## src/rtl/alu_pkg.sv

```systemverilog
// alu_pkg: opcode fields and mnemonics shared by the ALU and its result stage
package alu_pkg;
  typedef enum logic [2:0] {OTH, AND, ORR, ADD, SUB, CMP, XOR, FIRST} op_mne;
  typedef enum logic [1:0] {INC, NOT, LSR, LSL} op_oth;
  localparam int OP_MNE_HI = 4;
  localparam int OP_MNE_LO = 2;
  localparam int OP_SUB_HI = 1;
  localparam int OP_MODE_BIT = 5;
  function automatic logic is_cmp(input logic [5:0] op);
    return op_mne'(op[OP_MNE_HI:OP_MNE_LO]) == CMP;
  endfunction
endpackage

```

## src/rtl/result_fifo.sv

```systemverilog
// result_fifo: small power-of-two FIFO whose head output holds the last popped entry when empty
module result_fifo #(
  parameter int DEPTH = 2,
  parameter int W = 11
) (
  input  logic i_clk,
  input  logic i_rst,
  input  logic i_push,
  input  logic [W-1:0] i_data,
  input  logic i_pop,
  output logic [W-1:0] o_data,
  output logic [$clog2(DEPTH):0] o_count,
  output logic o_full,
  output logic o_empty
);
  localparam int AW = $clog2(DEPTH);
  logic [W-1:0] r_mem [DEPTH];
  logic [AW-1:0] r_rd;
  logic [AW-1:0] r_wr;
  logic [AW:0] r_cnt;
  logic [AW-1:0] w_head;
  assign o_count = r_cnt;
  assign o_full = r_cnt == (AW+1)'(DEPTH);
  assign o_empty = r_cnt == '0;
  // When empty, the slot just behind the read pointer still holds the last popped entry
  assign w_head = o_empty ? r_rd - 1'b1 : r_rd;
  assign o_data = r_mem[w_head];
  // Storage, pointers and occupancy; callers never push when full or pop when empty
  always_ff @(posedge i_clk or posedge i_rst) begin
    if (i_rst) begin
      r_rd <= '0;
      r_wr <= '0;
      r_cnt <= '0;
      for (int i = 0; i < DEPTH; i++) r_mem[i] <= '0;
    end else begin
      if (i_push) begin
        r_mem[r_wr] <= i_data;
        r_wr <= r_wr + 1'b1;
      end
      if (i_pop) r_rd <= r_rd + 1'b1;
      r_cnt <= r_cnt + (AW+1)'(i_push) - (AW+1)'(i_pop);
    end
  end
endmodule

```

## src/rtl/alu_result_stage.sv

```systemverilog
// alu_result_stage: buffers ALU results for writeback and tracks compare flags and issue stalls
module alu_result_stage
  import alu_pkg::*;
#(
  parameter int DEPTH = 2,
  parameter int REG_AW = 3,
  parameter int CNT_W = 8
) (
  input  logic Clk,
  input  logic Reset,
  input  logic InValid,
  output logic InReady,
  input  logic [5:0] OP,
  input  logic [7:0] InputA,
  input  logic [7:0] InputB,
  input  logic [7:0] AluOut,
  input  logic [REG_AW-1:0] DestReg,
  output logic WbValid,
  input  logic WbReady,
  output logic [7:0] WbData,
  output logic [REG_AW-1:0] WbReg,
  output logic EqFlag,
  output logic LtFlag,
  output logic [CNT_W-1:0] StallCnt
);
  logic w_full;
  logic w_empty;
  logic w_accept;
  logic w_cmp;
  logic w_push;
  logic w_pop;
  logic [8+REG_AW-1:0] w_head;
  logic [$clog2(DEPTH):0] w_count;
  logic w_unused;
  logic r_eq;
  logic r_lt;
  logic [CNT_W-1:0] r_stall;
  assign InReady = !w_full;
  assign WbValid = !w_empty;
  assign w_accept = InValid && InReady;
  assign w_cmp = is_cmp(OP);
  assign w_push = w_accept && !w_cmp;
  assign w_pop = WbValid && WbReady;
  assign {WbData, WbReg} = w_head;
  assign EqFlag = r_eq;
  assign LtFlag = r_lt;
  assign StallCnt = r_stall;
  assign w_unused = ^{OP[OP_MODE_BIT], OP[OP_SUB_HI:0], w_count};
  result_fifo #(.DEPTH(DEPTH), .W(8 + REG_AW)) u_fifo (
    .i_clk(Clk),
    .i_rst(Reset),
    .i_push(w_push),
    .i_data({AluOut, DestReg}),
    .i_pop(w_pop),
    .o_data(w_head),
    .o_count(w_count),
    .o_full(w_full),
    .o_empty(w_empty)
  );
  // Compare flags change only on an accepted CMP
  always_ff @(posedge Clk or posedge Reset) begin
    if (Reset) begin
      r_eq <= 1'b0;
      r_lt <= 1'b0;
    end else if (w_accept && w_cmp) begin
      r_eq <= AluOut == 8'h00;
      r_lt <= InputB < InputA;
    end
  end
  // Saturating count of cycles the issue side was held off
  always_ff @(posedge Clk or posedge Reset) begin
    if (Reset) r_stall <= '0;
    else if (InValid && !InReady && r_stall != '1) r_stall <= r_stall + 1'b1;
  end
endmodule

```

## config.mk

```make
export PLATFORM = sky130hd
export DESIGN_NAME = alu_result_stage
export DESIGN_NICKNAME = d
export VERILOG_FILES = /design/src/rtl/alu_pkg.sv /design/src/rtl/result_fifo.sv /design/src/rtl/alu_result_stage.sv
export SDC_FILE = /design/constraint.sdc
export NUM_CORES = 1
export LEC_CHECK = 0
export CAP_MARGIN = 20
export CORE_UTILIZATION = 49
export DETAILED_ROUTE_END_ITERATION = 12
export PLACE_DENSITY = 0.81
export SLEW_MARGIN = 20
export SYNTH_ARGS = -nofsm -noshare
export SYNTH_HDL_FRONTEND = slang
export SYNTH_SLANG_ARGS = --single-unit
```

## constraint.sdc

```tcl
create_clock -name Clk -period 2.6 [get_ports Clk]
set_input_delay 0.65 -clock Clk [delete_from_list [all_inputs] [get_ports Clk]]
set_output_delay 0.65 -clock Clk [all_outputs]
set_load 0.05 [all_outputs]
```

After elaboration in Yosys (flattened, before gate mapping):

Index checks and enable logic that the tools add are counted.

* output and inout port bits: 23
* input bits: 37
* word-level logic and storage cells: 42
* bits in registers: 36

* bitwise logic cells: 2
* equality and inequality tests: 3
* mux-type cells: 7
* $lt $le $gt $ge: 4
* reduce and logical (&&, ||, !) cells: 12
* add/sub/neg operators: 6

Operators by type and width (count)
* $mux 11: 4
* $bwmux 22: 1
* $demux 11 s1: 1
* $add 8x1->8 const B: 1
* $logic_not 8->1: 1
* $lt 8x8->1: 1
* $ne 8x8->1 const B: 1
* $logic_and 1x1->1: 7
* $ge 2x2->1 const B: 2
* $not 1->2: 2
* $eq 3x3->1 const B: 1
* $logic_not 1->1: 3
* $add 1x1->1 const B: 2
* $add 2x1->2: 1
* $eq 2x2->1 const B: 1
* $logic_not 2->1: 1
* $lt 2x1->1 const B: 1
* $sub 2x1->2: 1
* $mux 1: 1
* $sub 1x1->1 const B: 1

Logic depth before layout (Yosys ltp):

* depth after elaboration: 6
* mapped depth: 5
* depth with buffers taken out: 5

Modules after synthesis:

A second synthesis with hierarchy kept.

* cell total of the unflattened synthesis: 144
* area, all modules: 1858.0 um^2

By module, submodules not included
* result_fifo: cells each 76, sequential area each 650.6 um^2, area each 1196.1 um^2, times used 1
* alu_result_stage: cells each 68, sequential area each 250.2 um^2, area each 661.9 um^2, times used 1

Least setup slack after synthesis:

No wires, ideal clock.

* path type: reg2out
* start point: register u_fifo.r_cnt[1] (netlist: u_fifo.o_count[1])
* end point: output port WbData[0]
* stages on the path, launching flop included: 5
* path buffers: 1
* data required time: 1950 ps
* data arrival time: 1782 ps
* slack: 168 ps
* cell sequence: dfrtp_1 -> or2_1 -> xor2_1 -> buf_4 -> mux2_2

* cells in the longest elaborated chain, start to end: 6

RTL lines
* start: declaration: RTL line result_fifo.sv:20 `logic [AW:0] r_cnt;`
* start signal: assignment: RTL line result_fifo.sv:41 `r_cnt <= r_cnt + (AW+1)'(i_push) - (AW+1)'(i_pop);`
* $logic_not 2->1: RTL line result_fifo.sv:24 `assign o_empty = r_cnt == '0;`
* $mux 1: RTL line result_fifo.sv:26 `assign w_head = o_empty ? r_rd - 1'b1 : r_rd;`
* $not 1->2 (implied by the code): RTL line result_fifo.sv:27 `assign o_data = r_mem[w_head];`
* $mux 11 (implied by the code) (3 in a row): RTL line result_fifo.sv:27
* end: declaration: RTL line alu_result_stage.sv:20 `output logic [7:0] WbData,`

No other way between the ends. The select of a mux whose other input is x is not followed.

Worst setup path in the final report:

* start point: register u_fifo.r_cnt[1] (netlist: u_fifo.o_count[1])
* end point: output port WbData[6]

The elaborated chain is that of the path after synthesis.

==> metrics.txt <==
status=completed; nets@finish=261; TritonCTS clock tree=yes; critical-path cell list=or2_4, xor2_4, buf_4, mux2_2, buf_4; largest net degree at the start of global routing=37; Crit Path Max Fanout=5; syn_area_per_cell=12.5 µm²; most frequent cells in the layout=clkdlybuf4s50_1 (45), dfrtp_1 (35), mux2_2 (27); row cnt=22; first-pass GRT wire length=6.37 mm; Clock Tree Buf Depth=2; Worst-path clk slew=60 ps; routed wl met3=202 µm; Die H=63.9 µm; Synth Area in Simple Gates=12.1%; Final GP Congestion=0.781; post-synth top area cell=dfrtp_1; WL/cell=14.8 µm; PD cells=1420 nW/µm²; H-tree levels=2; die area=4080 µm²; arrival time worst endpoint=1890 ps; Compound-Gate Fraction of Synth Area=3.47%; Clock Latency Late Sink=280 ps; die width=63.9 µm; worst min path class=flip-flop to flip-flop; detailed placer's ending HPWL=2.98 mm; Port Buffer Count=56; Max rail drop VDD=0.000806 V; total CTS buffers=5; mux cell area share after synthesis=23.4%; DRC Markers=0; Synth top area share=48.0%; layout filler cell count=283; Rel. slew slack=66.2%; yosys warns=0; maxcap violations=0; I/O Pins=60; Mapped Cells=150; Setup Skew=5.33 ps; post-synthesis xor/xnor area fraction=3.73%; final non-filler cell total=263; RSZ-0062 raised after global routing=yes; multi-input combinational cell area=936 µm²; post-route cell area=2600 µm²; adder-cell share of the synthesized area=6.00%; Worst setup EP type=primary output; ys async rst share=100%; leakage=1.17 nW; endpoints failing setup=0; GR Overflow Total=0; Placed Area=2470 µm²; Antenna Nets Post-Route=0; Via-to-Cell Ratio=5.27; slowest library cell on the worst path=dfrtp_2; vias in the first global route=1,494; number of synthesized flops with an enable pin=0; clk sinks=36; Seq/Total Area, Yosys=48.0%; Final Cycle Share=97.7%; FF+latch area=902 µm²; Final Max Slew Viols=0; DRT Pass-1 Iters=4; via count=1,386; Fin Hold WS=498 ps; slowest stage delay, CP=430 ps; Syn Nets=196; initial antenna violation count=0; Worst setup SP type=flip-flop; TNS Setup=0 ps; fmax=394 MHz; commonest non-fill, non-tap cell in the layout=clkdlybuf4s50_1; M1 WL=1.57 mm; fraction of layout instances using a drive strength above 1=30.2%; DR iter-0 viols=49; crit path time final=2540 ps; CTS root buf=clkbuf_8; Final Util=71.1%; Least-Margin Pin Slew=505 ps; WL final=3.90 mm; mapped cell area=1880 µm²; worst path required time=1950 ps; WL met2=2.08 mm; starting density of the core=51.3%; WP buf/inv=2; dpl cells=254; most frequent cell on the critical path=buf_4; Area contributors post-synth=dfrtp_1 (48%), mux2_2 (16%), mux2_4 (7.2%); antenna cells=0; count of cell types in the netlist=32; main combinational cell family by area after synthesis=multiplexers; CP Class=flip-flop to primary output; area grow syn2layout=38.7%; GRT Total Usage=20.6%; synthesis-stage register bit count=36; DR top layer=met4; CP delay by family, top=flip-flops; dominant synthesized flop cell=dfrtp_1; final hold viol count=0; Core ar.=3660 µm²
-- layout make-up --
cell class	count	area share [%]
inverters	10	1.44
flip-flops and latches	36	34.7
clock inverters	1	0.192
well taps	48	2.31
multi-input cells	101	36.0
repair buffers	61	22.6
clock buffers	6	2.79
-- final timing paths --
kind	start	endpoint	slack, ps	cells past startpoint
max reg2reg	u_fifo.o_count[0]	u_fifo.r_mem[17]	1120	4
min in group asynchronous	Reset	u_fifo.r_mem[19]	770	3
max in group asynchronous	Reset	u_fifo.o_count[1]	1500	3
max	u_fifo.o_count[1]	WbData[6]	60	5
min reg2reg	LtFlag	LtFlag	500	2
min	LtFlag	LtFlag	500	2
-- cells by family after synthesis --
family | after synthesis
fa+ha+maj | 9
xor+xnor | 8
flops | 36
compound gates | 9
mux | 36
buf+inv | 13
simple gates | 39
-- power breakdown --
group | total [W] | leakage [nW] | internal [W] | switching (W)
sequential | 0.000993 | 0.437 | 0.000813 | 0.000181
combinational | 0.00235 | 0.696 | 0.00102 | 0.00133
clock | 0.000358 | 0.0410 | 0.000182 | 0.000177
-- worst reg2reg max path: stages (launching register included) --
cell and delay [ps]:
dfrtp_1 420, nand2b_4 180, nand3_2 100, or2_4 350, mux2_4 330
-- what timing repair did --
action	in CTS	in global routing
endpoints found under the setup margin	3	11
buffers inserted	0	1
pin swaps	0	1
hold buffers	0	0
resized for setup	1	9
gates cloned	0	1
-- per-layer routing --
layer,global-route usage (%),vias to the layer above
li1,-,661
met1,22.9,674
met2,37.0,45
met3,5.89,6
met4,7.95,0
met5,0,-
-- synth_stat cells (2+ instances only) --
cell type   n
nand2_1    10
xnor2_1     5
nand3_1     7
o21ai_0     2
xor2_1      3
nand4_1     6
nor2_1      2
nor4_1      2
ha_1        9
a211oi_1    3
mux2_4      9
mux2_2     27
nand2b_1    2
inv_1      10
dfrtp_1    36
-- stage by stage --
stage,setup WS [ps],power [W]
final,59.8,0.00370
after detailed placement,301,0.00320
after global placement,311,0.00313
after floorplan,168,0.00260
after CTS,5.60,0.00359
after global routing,-12.0,0.00390
-- sequential cells by signal (all words and copies together), names as in the netlist --
name and cells:
EqFlag 1, u_fifo.r_rd 1, u_fifo.o_count 2, u_fifo.r_wr 1
StallCnt 8, LtFlag 1, u_fifo.r_mem 22
(Power assumes the default switching activity.)
